### config.mk
export PLATFORM = sky130hd
export DESIGN_NAME = dll_fc_init_gen
export DESIGN_NICKNAME = d
export VERILOG_FILES = /design/src/rtl/dll_pkg.sv /design/src/rtl/dll_fc_rx_tracker.sv /design/src/rtl/dll_fc_init_gen.sv
export SDC_FILE = /design/constraint.sdc
export NUM_CORES = 1
export LEC_CHECK = 0
export CORE_AREA = 5 5 83 162
export DETAILED_ROUTE_END_ITERATION = 10
export DIE_AREA = 0 0 88 167
export PLACE_DENSITY = 0.69
export SLEW_MARGIN = 20
export SYNTH_ARGS = -nofsm -noshare
export SYNTH_HDL_FRONTEND = slang
export SYNTH_HIERARCHICAL = 1
export SYNTH_SLANG_ARGS = --single-unit
### constraint.sdc
create_clock -name ssclk -period 2 [get_ports ssclk]
set_input_delay 0.3 -clock ssclk [delete_from_list [all_inputs] [get_ports ssclk]]
set_output_delay 0.3 -clock ssclk [all_outputs]
set_load 0.01 [all_outputs]
### src/rtl/dll_pkg.sv
// ---------------------------------------------------------------------------
// dll_pkg
// Shared definitions for the VC0 flow-control initialisation engine:
//   - DLCM state encoding as driven by the DLCM state machine
//   - DLLP type byte constants (VC ID field in bits [2:0] is always 0 here)
//   - FC credit type enumeration
//   - helpers to build an FC DLLP body and to pull fields back out of one
// DLLP body layout (no CRC): byte0 in [31:24]
//   byte0 = type, byte1 = {2'b00, Hdr[7:2]},
//   byte2 = {Hdr[1:0], 2'b00, Data[11:8]}, byte3 = Data[7:0]
// ---------------------------------------------------------------------------
package dll_pkg;

    typedef enum logic [1:0] {
        DLCM_INACTIVE = 2'd0,
        DLCM_INIT1    = 2'd1,
        DLCM_INIT2    = 2'd2,
        DLCM_ACTIVE   = 2'd3
    } dlcm_state_e;

    typedef enum logic [1:0] {
        FC_P   = 2'd0,
        FC_NP  = 2'd1,
        FC_CPL = 2'd2
    } fc_type_e;

    localparam logic [7:0] DLLP_INITFC1_P   = 8'h40;
    localparam logic [7:0] DLLP_INITFC1_NP  = 8'h50;
    localparam logic [7:0] DLLP_INITFC1_CPL = 8'h60;
    localparam logic [7:0] DLLP_INITFC2_P   = 8'hC0;
    localparam logic [7:0] DLLP_INITFC2_NP  = 8'hD0;
    localparam logic [7:0] DLLP_INITFC2_CPL = 8'hE0;
    localparam logic [7:0] DLLP_UPDFC_P     = 8'h80;
    localparam logic [7:0] DLLP_UPDFC_NP    = 8'h90;
    localparam logic [7:0] DLLP_UPDFC_CPL   = 8'hA0;

    // Type byte for an InitFC DLLP of the given credit type and phase.
    function automatic logic [7:0] init_fc_code(input logic init2, input fc_type_e t);
        logic [7:0] code;
        case (t)
            FC_P:    code = init2 ? DLLP_INITFC2_P   : DLLP_INITFC1_P;
            FC_NP:   code = init2 ? DLLP_INITFC2_NP  : DLLP_INITFC1_NP;
            default: code = init2 ? DLLP_INITFC2_CPL : DLLP_INITFC1_CPL;
        endcase
        return code;
    endfunction

    function automatic logic [31:0] build_fc_dllp(input logic [7:0]  typ,
                                                  input logic [7:0]  hdr,
                                                  input logic [11:0] data);
        return {typ, 2'b00, hdr[7:2], hdr[1:0], 2'b00, data[11:8], data[7:0]};
    endfunction

    function automatic logic [7:0] dllp_type(input logic [31:0] d);
        return d[31:24];
    endfunction

    function automatic logic [7:0] dllp_hdr_fc(input logic [31:0] d);
        return {d[21:16], d[15:14]};
    endfunction

    function automatic logic [11:0] dllp_data_fc(input logic [31:0] d);
        return d[11:0];
    endfunction

endpackage

### src/rtl/dll_fc_rx_tracker.sv
// ---------------------------------------------------------------------------
// dll_fc_rx_tracker
// Decodes DLLPs received from the link partner during flow-control init.
// Tracks which InitFC credit types have been seen, the FI2 condition, and
// latches the partner's first advertised credits per type.
// Ports:
//   clk, rst_n      clock, asynchronous active-low reset
//   dlcm_state      current DLCM state (dll_pkg::dlcm_state_e encoding)
//   rx_valid/data   CRC-checked received DLLP body
//   rx_tlp_valid    good TLP received (counts towards FI2)
//   fi1_cond        FI1 including any flag being set this cycle
//   fi2_cond        FI2 including any flag being set this cycle
//   rmt_*           partner header (8b) / data (12b) credits
// ---------------------------------------------------------------------------
module dll_fc_rx_tracker
    import dll_pkg::*;
(
    input  logic        clk,
    input  logic        rst_n,
    input  logic [1:0]  dlcm_state,
    input  logic        rx_valid,
    input  logic [31:0] rx_data,
    input  logic        rx_tlp_valid,
    output logic        fi1_cond,
    output logic        fi2_cond,
    output logic [7:0]  rmt_ph,
    output logic [7:0]  rmt_nph,
    output logic [7:0]  rmt_cplh,
    output logic [11:0] rmt_pd,
    output logic [11:0] rmt_npd,
    output logic [11:0] rmt_cpld
);

    logic        rcvd_p, rcvd_np, rcvd_cpl, fi2;
    logic [7:0]  typ;
    logic [7:0]  hdr;
    logic [11:0] data;
    logic        in_init, hit_p, hit_np, hit_cpl, fi2_hit;

    // Full-byte compares reject nonzero VC IDs and every unknown type.
    assign typ     = dllp_type(rx_data);
    assign hdr     = dllp_hdr_fc(rx_data);
    assign data    = dllp_data_fc(rx_data);
    assign in_init = (dlcm_state == DLCM_INIT1) || (dlcm_state == DLCM_INIT2);

    assign hit_p   = rx_valid && in_init && (typ == DLLP_INITFC1_P   || typ == DLLP_INITFC2_P);
    assign hit_np  = rx_valid && in_init && (typ == DLLP_INITFC1_NP  || typ == DLLP_INITFC2_NP);
    assign hit_cpl = rx_valid && in_init && (typ == DLLP_INITFC1_CPL || typ == DLLP_INITFC2_CPL);

    assign fi2_hit = (dlcm_state == DLCM_INIT2) &&
                     (rx_tlp_valid ||
                      (rx_valid && (typ == DLLP_INITFC2_P || typ == DLLP_INITFC2_NP ||
                                    typ == DLLP_INITFC2_CPL || typ == DLLP_UPDFC_P ||
                                    typ == DLLP_UPDFC_NP || typ == DLLP_UPDFC_CPL)));

    // The TX FSM evaluates exit on the Cpl-accept cycle and must see flags
    // that are being set in that same cycle, hence the look-ahead terms.
    assign fi1_cond = (rcvd_p | hit_p) & (rcvd_np | hit_np) & (rcvd_cpl | hit_cpl);
    assign fi2_cond = fi2 | fi2_hit;

    always_ff @(posedge clk or negedge rst_n) begin
        if (!rst_n) begin
            rcvd_p   <= 1'b0;
            rcvd_np  <= 1'b0;
            rcvd_cpl <= 1'b0;
            fi2      <= 1'b0;
            rmt_ph   <= '0;
            rmt_nph  <= '0;
            rmt_cplh <= '0;
            rmt_pd   <= '0;
            rmt_npd  <= '0;
            rmt_cpld <= '0;
        end else if (dlcm_state == DLCM_INACTIVE) begin
            rcvd_p   <= 1'b0;
            rcvd_np  <= 1'b0;
            rcvd_cpl <= 1'b0;
            fi2      <= 1'b0;
            rmt_ph   <= '0;
            rmt_nph  <= '0;
            rmt_cplh <= '0;
            rmt_pd   <= '0;
            rmt_npd  <= '0;
            rmt_cpld <= '0;
        end else begin
            // Only the first DLLP per type is latched.
            if (hit_p && !rcvd_p) begin
                rcvd_p <= 1'b1;
                rmt_ph <= hdr;
                rmt_pd <= data;
            end
            if (hit_np && !rcvd_np) begin
                rcvd_np <= 1'b1;
                rmt_nph <= hdr;
                rmt_npd <= data;
            end
            if (hit_cpl && !rcvd_cpl) begin
                rcvd_cpl <= 1'b1;
                rmt_cplh <= hdr;
                rmt_cpld <= data;
            end
            if (fi2_hit) begin
                fi2 <= 1'b1;
            end
        end
    end

endmodule

### src/rtl/dll_fc_init_gen.sv
// ---------------------------------------------------------------------------
// dll_fc_init_gen
// VC0 flow-control initialisation engine. Sends InitFC1/InitFC2 DLLP sets
// (P, NP, Cpl) to the DLLP transmit arbiter while the DLCM is in INIT1/INIT2,
// repeating each set after RESEND_CYCLES idle cycles until the phase exit
// condition (FI1 / FI2) holds, and reports init1_end_o / init2_end_o.
// Ports:
//   ssclk, srst_n          clock, asynchronous active-low reset
//   dlcm_state_i           0 INACTIVE, 1 INIT1, 2 INIT2, 3 ACTIVE
//   tx_dllp_valid_o/data_o DLLP request and body; held until tx_dllp_ready_i
//   rx_dllp_valid_i/data_i received DLLP
//   rx_tlp_valid_i         good TLP received
//   init1_end_o/init2_end_o sticky phase-complete levels
//   rmt_*_o                partner advertised credits
// ---------------------------------------------------------------------------
module dll_fc_init_gen
    import dll_pkg::*;
#(
    parameter logic [7:0]  LOC_PH        = 8'd32,
    parameter logic [11:0] LOC_PD        = 12'd256,
    parameter logic [7:0]  LOC_NPH       = 8'd32,
    parameter logic [11:0] LOC_NPD       = 12'd32,
    parameter logic [7:0]  LOC_CPLH      = 8'd0,
    parameter logic [11:0] LOC_CPLD      = 12'd0,
    parameter int          RESEND_CYCLES = 1024
)
(
    input  logic        ssclk,
    input  logic        srst_n,
    input  logic [1:0]  dlcm_state_i,
    output logic        tx_dllp_valid_o,
    output logic [31:0] tx_dllp_data_o,
    input  logic        tx_dllp_ready_i,
    input  logic        rx_dllp_valid_i,
    input  logic [31:0] rx_dllp_data_i,
    input  logic        rx_tlp_valid_i,
    output logic        init1_end_o,
    output logic        init2_end_o,
    output logic [7:0]  rmt_ph_o,
    output logic [7:0]  rmt_nph_o,
    output logic [7:0]  rmt_cplh_o,
    output logic [11:0] rmt_pd_o,
    output logic [11:0] rmt_npd_o,
    output logic [11:0] rmt_cpld_o
);

    localparam int TMR_W = $clog2(RESEND_CYCLES + 1);
    localparam logic [TMR_W-1:0] RESEND_LOAD = TMR_W'(RESEND_CYCLES);

    typedef enum logic [2:0] {
        S_IDLE,
        S_SEND_P,
        S_SEND_NP,
        S_SEND_CPL,
        S_WAIT
    } fsm_e;

    fsm_e             state;
    logic             phase2;   // 1: current set uses InitFC2 codes
    logic [TMR_W-1:0] timer;
    logic             fi1_cond, fi2_cond;
    logic             in_init1, in_init2;
    logic             start_ok, wait_exit, set_exit, accept;

    function automatic logic [31:0] fc_dllp(input logic init2, input fc_type_e t);
        logic [31:0] d;
        case (t)
            FC_P:    d = build_fc_dllp(init_fc_code(init2, FC_P),   LOC_PH,   LOC_PD);
            FC_NP:   d = build_fc_dllp(init_fc_code(init2, FC_NP),  LOC_NPH,  LOC_NPD);
            default: d = build_fc_dllp(init_fc_code(init2, FC_CPL), LOC_CPLH, LOC_CPLD);
        endcase
        return d;
    endfunction

    dll_fc_rx_tracker u_rx_tracker (
        .clk          (ssclk),
        .rst_n        (srst_n),
        .dlcm_state   (dlcm_state_i),
        .rx_valid     (rx_dllp_valid_i),
        .rx_data      (rx_dllp_data_i),
        .rx_tlp_valid (rx_tlp_valid_i),
        .fi1_cond     (fi1_cond),
        .fi2_cond     (fi2_cond),
        .rmt_ph       (rmt_ph_o),
        .rmt_nph      (rmt_nph_o),
        .rmt_cplh     (rmt_cplh_o),
        .rmt_pd       (rmt_pd_o),
        .rmt_npd      (rmt_npd_o),
        .rmt_cpld     (rmt_cpld_o)
    );

    assign in_init1 = (dlcm_state_i == DLCM_INIT1);
    assign in_init2 = (dlcm_state_i == DLCM_INIT2);
    assign accept   = tx_dllp_valid_o && tx_dllp_ready_i;

    // A finished phase must not restart sending while the DLCM is still
    // in that phase and has not yet moved on.
    assign start_ok  = (in_init1 && !init1_end_o) || (in_init2 && !init2_end_o);
    // Exit checked against the phase of the set just sent.
    assign set_exit  = phase2 ? fi2_cond : fi1_cond;
    // Early wake from S_WAIT uses the phase the next set will be sent in.
    assign wait_exit = (in_init1 && fi1_cond) || (in_init2 && fi2_cond);

    always_ff @(posedge ssclk or negedge srst_n) begin
        if (!srst_n) begin
            state           <= S_IDLE;
            phase2          <= 1'b0;
            timer           <= '0;
            tx_dllp_valid_o <= 1'b0;
            tx_dllp_data_o  <= '0;
            init1_end_o     <= 1'b0;
            init2_end_o     <= 1'b0;
        end else if (dlcm_state_i == DLCM_INACTIVE) begin
            state           <= S_IDLE;
            phase2          <= 1'b0;
            timer           <= '0;
            tx_dllp_valid_o <= 1'b0;
            tx_dllp_data_o  <= '0;
            init1_end_o     <= 1'b0;
            init2_end_o     <= 1'b0;
        end else begin
            case (state)
                S_IDLE: begin
                    if (start_ok) begin
                        state           <= S_SEND_P;
                        phase2          <= in_init2;
                        tx_dllp_valid_o <= 1'b1;
                        tx_dllp_data_o  <= fc_dllp(in_init2, FC_P);
                    end
                end
                S_SEND_P: begin
                    if (accept) begin
                        state          <= S_SEND_NP;
                        tx_dllp_data_o <= fc_dllp(phase2, FC_NP);
                    end
                end
                S_SEND_NP: begin
                    if (accept) begin
                        state          <= S_SEND_CPL;
                        tx_dllp_data_o <= fc_dllp(phase2, FC_CPL);
                    end
                end
                S_SEND_CPL: begin
                    if (accept) begin
                        tx_dllp_valid_o <= 1'b0;
                        tx_dllp_data_o  <= '0;
                        if (set_exit) begin
                            if (phase2) begin
                                init2_end_o <= 1'b1;
                            end else begin
                                init1_end_o <= 1'b1;
                            end
                            state <= S_IDLE;
                        end else begin
                            timer <= RESEND_LOAD;
                            state <= S_WAIT;
                        end
                    end
                end
                S_WAIT: begin
                    if (!(in_init1 || in_init2)) begin
                        state <= S_IDLE;
                        timer <= '0;
                    end else if (wait_exit || timer <= TMR_W'(1)) begin
                        // Leaving as the count reaches 0 gives exactly
                        // RESEND_CYCLES cycles with valid low.
                        state           <= S_SEND_P;
                        phase2          <= in_init2;
                        timer           <= '0;
                        tx_dllp_valid_o <= 1'b1;
                        tx_dllp_data_o  <= fc_dllp(in_init2, FC_P);
                    end else begin
                        timer <= timer - TMR_W'(1);
                    end
                end
                default: state <= S_IDLE;
            endcase
        end
    end

endmodule

==> results of run 1 <==
-- worst max-delay path, stage by stage (launching register included) --
cell	delay (ns)
dfrtp_1	0.39
mux2_4	0.28
a32oi_2	0.18
o22ai_2	0.11
a22oi_2	0.19
buf_4	0.14
nand4_1	0.11
a21oi_2	0.16
buf_4	0.19
a31oi_2	0.14
a31oi_4	0.17
-- registers in the layout (all words and copies together) (netlist names) --
name	flops
u_rx_tracker/rcvd_cpl	1
u_rx_tracker/rmt_npd	12
phase2	1
u_rx_tracker/rmt_nph	8
init1_end_o	1
tx_dllp_valid_o	1
timer	11
u_rx_tracker/rcvd_p	1
tx_dllp_data_o	6
u_rx_tracker/rmt_cpld	12
init2_end_o	1
u_rx_tracker/rmt_ph	8
u_rx_tracker/rmt_cplh	8
u_rx_tracker/rmt_pd	12
u_rx_tracker/fi2	1
state	3
u_rx_tracker/rcvd_np	1
-- through the flow --
step / area [µm²] / utilization / setup WS (ns)
2_1_floorplan: 4850 / - / -0.364
3_3_place_gp: 6130 / 0.509 / -1.03
3_5_place_dp: 6130 / 0.509 / -1.09
4_1_cts: 6570 / 0.545 / -0.196
5_1_grt: 6710 / 0.557 / -0.283
6_report: 6710 / 0.557 / -0.152
-- cell usage after synthesis (all sizes together), types with 6 or more instances --
cell type,number,share of area
o21ai,6,0.0064
buf,35,0.057
nand2,17,0.014
mux2i,62,0.13
ha,9,0.024
a21oi,14,0.016
nor2,18,0.014
dfrtp,88,0.47
mux2,6,0.014
inv,14,0.011
a31oi,14,0.019
nor3,11,0.016
clkbuf,15,0.012
nand2b,88,0.12
-- cells by family after synthesis --
kind of cell / after synthesis
simple gates: 159
fa+ha+maj: 9
compound gates: 51
other cells: 1
xor+xnor: 2
flops: 88
mux: 68
buf+inv: 64
-- area by class of cell --
class	count	share of cell area
multi-input cells	315	0.362
inverters	14	0.0101
clock buffers	10	0.0356
flip-flops and latches	88	0.328
clock inverters	6	0.0110
repair buffers	153	0.226
well taps	147	0.0274
-- what timing repair did --
action	4_1_cts	5_1_grt
gates cloned	2	0
setup endpoints to repair	59	21
endpoints found under the hold margin	39	0
gates resized for setup	34	29
pin swaps	17	13
buffers inserted	1	8
hold buffers	1	0
-- how the worst max path moves through the flow --
stage / end / from / slack [ns]
2_1_floorplan: timer[2] / dlcm_state_i[1] / -0.36
3_3_place_gp: timer[2] / dlcm_state_i[0] / -1.03
3_5_place_dp: timer[6] / dlcm_state_i[0] / -1.09
4_1_cts: timer[7] / u_rx_tracker/rcvd_p / -0.20
5_1_grt: timer[5] / u_rx_tracker/rcvd_cpl / -0.28
6_report: timer[6] / u_rx_tracker/rcvd_cpl / -0.15
-- report_power, final --
| part | total [mW] | switching (mW) | internal [mW] |
|---|---|---|---|
| logic | 1.98 | 0.971 | 1.01 |
| registers | 2.08 | 0.149 | 1.93 |
| clock network | 1.74 | 0.723 | 1.02 |
-- routing by layer --
metal / share of wire / wire, µm / vias up / track usage
li1: - / - / 1737 / -
met1: 0.37 / 4440 / 1811 / 0.176
met2: 0.57 / 6930 / 93 / 0.309
met3: 0.048 / 585 / 11 / 0.0321
met4: 0.013 / 163 / 0 / 0.0481
met5: 0 / 0 / - / 0
==> metrics, run 1 <==
run status=finished with violations; failing checks=setup timing; largest family of logic cells by synthesized area=simple AND/OR/NAND/NOR gates; PwrDens=864 nW/µm²; placed cell count=708; # rows=57; Filler cells=1029; Critical Setup Path Class=flip-flop to flip-flop; clk sink count=88; cell count of the worst reg-to-reg path=10; vias after detailed routing=3652; final hold violations=0; PortBufs=104; Post-Layout Cell Count=733; ratio of cells with drive above 1 in the final layout=0.189; CTS clock-pin slew for the worst setup and hold paths=0.07 ns; Leak Pwr=3.20 nW; Top Ports=134; initial antenna violation count=0; Seq/Total Area, Yosys=0.468; First-pass DRT Iterations=6; CTS buffer count=9; Synth Area in Simple Gates=0.209; Syn Std Cell Area=4710 µm²; Synth Area in XOR/XNOR=0.00372; Routability Congestion=0.834; drt drc=0; Die Wd=88 µm; synthesized instance count=442; Yosys reg bits=88; WHS=0.439 ns; worst skew pair latency=0.34 ns; dpl hpwl=8750 µm; Worst Clk Skew=0.00863 ns; 1st-iter DRT viols=142; Synth Area in Adders=0.0239; Min-Delay Endpoint=u_rx_tracker/fi2; vias in the first global route=3866; number of flops mapped to enable cells by yosys=0; complex-gate fraction of the synthesized area=0.0686; register area=2200 µm²; mux cell area share after synthesis=0.146; drt via density=4.98; max-slew violations=0; post-synthesis cell type count=49; Die H=167 µm; register-to-register setup slack=-0.15 ns; reg2reg end=timer[6]; MaxCap Viol Count=0; HP Start=rx_dllp_valid_i; area grow syn2layout=42.5%; Slew HR=0.566; most common cell after layout, fill and taps aside=clkdlybuf4s50_1; total power=5.80 mW; fraction of the cycle the final worst path needs=1.08; GRT Total Usage=0.163; async set-reset flop share out of synthesis=1.00; Synth Warn #=6; Crit. End Element=flip-flop; n_diodes=0; Final Critical Period=2.15 ns; worst endpoint required time=2.25 ns; Root Driver=clkbuf_16; die area=14700 µm²; H-tree depth=3; Worst Path Max Fanout=8; area occupied by multi-input gates=2430 µm²; Min-Delay Path Class=input pin to flip-flop; nets=629; CTS max path bufs=2; worst setup margin=-0.152 ns; CTS tree=yes; DRT Wirelength=12100 µm; DRT antenna net count=0; crit path launch type=flip-flop; peak supply drop=0.00100 V; first-pass GRT wire length=19100 µm; Setup Viol. Count Final=14; Crit Reg-Reg Startpoint=u_rx_tracker/rcvd_cpl; hold path cells=3; grt total ovfl=0; largest net degree at the start of global routing=85; initial core utilization=0.391; worst-margin pin slew=0.651 ns; setup TNS=-1.41 ns; commonest cells after routing, fill and taps aside=clkdlybuf4s50_1 (93), dfrtp_1 (87), nand2b_1 (86); core area=12100 µm²; unrepaired setup endpoints after global routing=true; Fmax=465 MHz; wire per inst=16.5 µm; Arr. time, crit path=2.40 ns; top_reg_cell synth=dfrtp_1; syn avg cell area=10.7 µm²
(Power assumes the default switching activity.)
==> run 2: changes to the inputs <==
Settings changed: CORE_AREA 5 5 83 162 to 2 2 77 152, DIE_AREA 0 0 88 167 to 0 0 79 154, GPL_ROUTABILITY_DRIVEN set to 0, PLACE_DENSITY 0.69 to 0.75.
==> run 2 against run 1 <==
Net effect:
- sequential share of layout area shrank 0.21 points
- setup slack lost 0.065 ns
- hold slack lost 0.026 ns
- sequential power is essentially flat
- critical path depth grew 1
- utilization grew 6.0 points
- first-iteration DRC count grew 4.2%
- sequential cell count is the same
- maximum frequency shrank 2.9%
- the flow still finishes with violations (setup timing)
- design area grew 0.58%
- highest routed layer unchanged
- routed wire length shrank 1.4%
==> metrics, run 2 (synthesis results as in run 1) <==
Min-Delay Endpoint=u_rx_tracker/fi2 (unchanged); Post-Layout Cell Count=730 (was 733); area grow syn2layout=43.4% (was 42.5%); fraction of the cycle the final worst path needs=1.11 (was 1.08); Leak Pwr=3.22 nW (was 3.20 nW); PwrDens=831 nW/µm² (was 864 nW/µm²); CTS clock-pin slew for the worst setup and hold paths=0.06 ns (was 0.07 ns); worst endpoint required time=2.23 ns (was 2.25 ns); drt drc=0 (unchanged); drt via density=5.09 (was 4.98); cell internal pwr=3.71 mW (was 3.96 mW); Crit. End Element=flip-flop (unchanged); die area=12200 µm² (was 14700 µm²); crit path launch type=flip-flop (unchanged); CTS max path bufs=2 (unchanged); commonest cells after routing, fill and taps aside=clkdlybuf4s50_1 (93), dfrtp_1 (88), nand2b_1 (87) (was clkdlybuf4s50_1 (93), dfrtp_1 (87), nand2b_1 (86)); PortBufs=104 (unchanged); cell count of the worst reg-to-reg path=11 (was 10); run status=finished with violations (unchanged); CTS buffer count=9 (unchanged); biggest regs=u_rx_tracker/rmt_cpld (12), u_rx_tracker/rmt_npd (12), u_rx_tracker/rmt_pd (12) (unchanged); Sequential Power Share=0.372 (was 0.358); cell chain of the critical path=mux2_4 > a32oi_2 > o22ai_2 > a22oi_2 > buf_4 > buf_4 > buf_6 > nand2_4 > a21oi_4 > nand3_2 > o2bb2ai_2 (was mux2_4 > a32oi_2 > o22ai_2 > a22oi_2 > buf_4 > nand4_1 > a21oi_2 > buf_4 > a31oi_2 > a31oi_4); Clock power frac=0.280 (was 0.301); Worst Path Max Fanout=2 (was 8); Critical Setup Path Class=flip-flop to flip-flop (unchanged); core area=10900 µm² (was 12100 µm²); 1st-iter DRT viols=148 (was 142); placed cell count=702 (was 708); DP Worst Slack=-1.07 ns (was -1.09 ns); Worst path max stage delay=0.38 ns (was 0.39 ns); fin util=0.617 (was 0.557); worst setup margin=-0.218 ns (was -0.152 ns); ratio of cells with drive above 1 in the final layout=0.207 (was 0.189); DRT Wirelength=12000 µm (was 12100 µm); # rows=54 (was 57); register area=2200 µm² (about the same); most frequent CP cell=buf_4 (unchanged); Sw Pwr=1.90 mW (was 1.84 mW); Final Instance Area=6750 µm² (was 6710 µm²); Crit-path slowest cell=dfrtp_1 (unchanged); vias in the first global route=3989 (was 3866); Slew HR=0.562 (was 0.566); reg2reg end=state[0] (was timer[6]); n_diodes=0 (unchanged); setup TNS=-3.43 ns (was -1.41 ns); Die H=154 µm (was 167 µm); total power=5.61 mW (was 5.80 mW); GRT Total Usage=0.197 (was 0.163); initial antenna violation count=0 (unchanged); Arr. time, crit path=2.44 ns (was 2.40 ns); vias after detailed routing=3713 (was 3652); sw frac=0.338 (was 0.318); initial core utilization=0.430 (was 0.391); Fmax=451 MHz (was 465 MHz); First-pass DRT Iterations=4 (was 6); worst-margin pin slew=0.658 ns (was 0.651 ns); Root Driver=clkbuf_16 (unchanged); wire per inst=16.4 µm (was 16.5 µm); CTS tree=yes (unchanged); Setup Viol. Count Final=21 (was 14); Worst Clk Skew=0.00742 ns (was 0.00863 ns); first-pass GRT wire length=19200 µm (was 19100 µm); failing checks=setup timing (unchanged); DRT antenna net count=0 (unchanged); largest net degree at the start of global routing=85 (unchanged); peak supply drop=0.000839 V (was 0.00100 V); clk sink count=88 (unchanged); worst skew pair latency=0.34 ns (about the same); dpl hpwl=8430 µm (was 8750 µm); H-tree depth=3 (unchanged); max-slew violations=0 (unchanged); most common cell after layout, fill and taps aside=clkdlybuf4s50_1 (unchanged); Die Wd=79 µm (was 88 µm); Comb power frac=0.348 (was 0.341); hold path cells=3 (unchanged); Top Ports=134 (unchanged); grt total ovfl=0 (unchanged); placed cell areas=6130 µm² (about the same); Final Critical Period=2.22 ns (was 2.15 ns); Filler cells=902 (was 1029); WHS=0.414 ns (was 0.439 ns); nets=633 (was 629); Buf/Inv on CP=3 (was 2); CP top delay family=compound AO/OA/AOI/OAI gates (unchanged); area occupied by multi-input gates=2480 µm² (was 2430 µm²); Crit Reg-Reg Startpoint=u_rx_tracker/rcvd_cpl (unchanged); register-to-register setup slack=-0.22 ns (was -0.15 ns); final hold violations=0 (unchanged); Min-Delay Path Class=input pin to flip-flop (unchanged); HP Start=rx_dllp_valid_i (unchanged); MaxCap Viol Count=0 (unchanged); unrepaired setup endpoints after global routing=true (unchanged)
[run 2: cell count changes in the layout (fill, tap and decap cells not counted), moves of 2 or more]
cell,before,now
a31oi_2,3,1
a21oi_2,4,6
o21ai_2,0,2
buf_4,39,44
nand2_1,15,13
o21ai_1,4,1
a21oi_1,9,6
nand2_4,0,2
a31oi_1,8,10
[run 2: worst max-delay path by stage]
stage                     startpoint                  to  slack (ns)  cells after the start
2_1_floorplan        dlcm_state_i[1]            timer[2]       -0.36                     12
3_3_place_gp         dlcm_state_i[0]            timer[2]       -0.99                     12
3_5_place_dp         dlcm_state_i[1]            timer[5]       -1.07                     12
4_1_cts              dlcm_state_i[1]            timer[5]       -0.14                     12
5_1_grt           rx_dllp_data_i[24]  tx_dllp_data_o[30]       -0.29                     11
6_report       u_rx_tracker/rcvd_cpl            state[0]       -0.22                     11
[run 2: area by class of cell]
cell class                      count  area share
Clock buffer                       10      0.0339
Tap cell                          140      0.0259
Clock inverter                      6     0.00760
Inverter                           14      0.0100
Multi-Input combinational cell    315       0.368
Timing Repair Buffer              157       0.228
Sequential cell                    88       0.326
[run 2: worst register-to-register path, cell delays in order, from the launching register on]
cell and delay [ns]:
dfrtp_1 0.38, mux2_4 0.29, a32oi_2 0.24, o22ai_2 0.13, a22oi_2 0.23, buf_4 0.17, buf_4 0.11, buf_6 0.10
nand2_4 0.05, a21oi_4 0.15, nand3_2 0.12, o2bb2ai_2 0.15
[run 2: timing repair]
| action | 4_1_cts | 5_1_grt |
|---|---|---|
| endpoints found under the hold margin | 36 | 0 |
| hold buffers | 1 | 0 |
| buffers inserted | 3 | 7 |
| gates cloned | 2 | 0 |
| pin swaps | 13 | 18 |
| resized for setup | 38 | 37 |
| setup endpoints to repair | 45 | 21 |
[run 2: per-layer routing]
metal	GRT usage	vias to the layer above	wire [µm]
met3	0.0417	26	520
met5	0	-	0
li1	-	1744	-
met2	0.364	111	6650
met4	0.0657	0	293
met1	0.218	1832	4490
[run 2: power groups by stage]
stage / clock network (mW) / registers (mW) / logic (mW)
final: 1.57 / 2.08 / 1.95
after global routing: 1.71 / 2.11 / 2.11
after CTS: 1.61 / 2.07 / 1.68
after detailed placement: 0 / 2.10 / 1.60
after global placement: 0 / 2.09 / 1.56
after floorplan: 0 / 2.09 / 0.966
==> run 3: changes to the inputs <==
Settings changed: CTS_CLUSTER_SIZE set to 14.
==> results of run 3 <==
Final layout, timing and power as in run 2 (identical DEF).
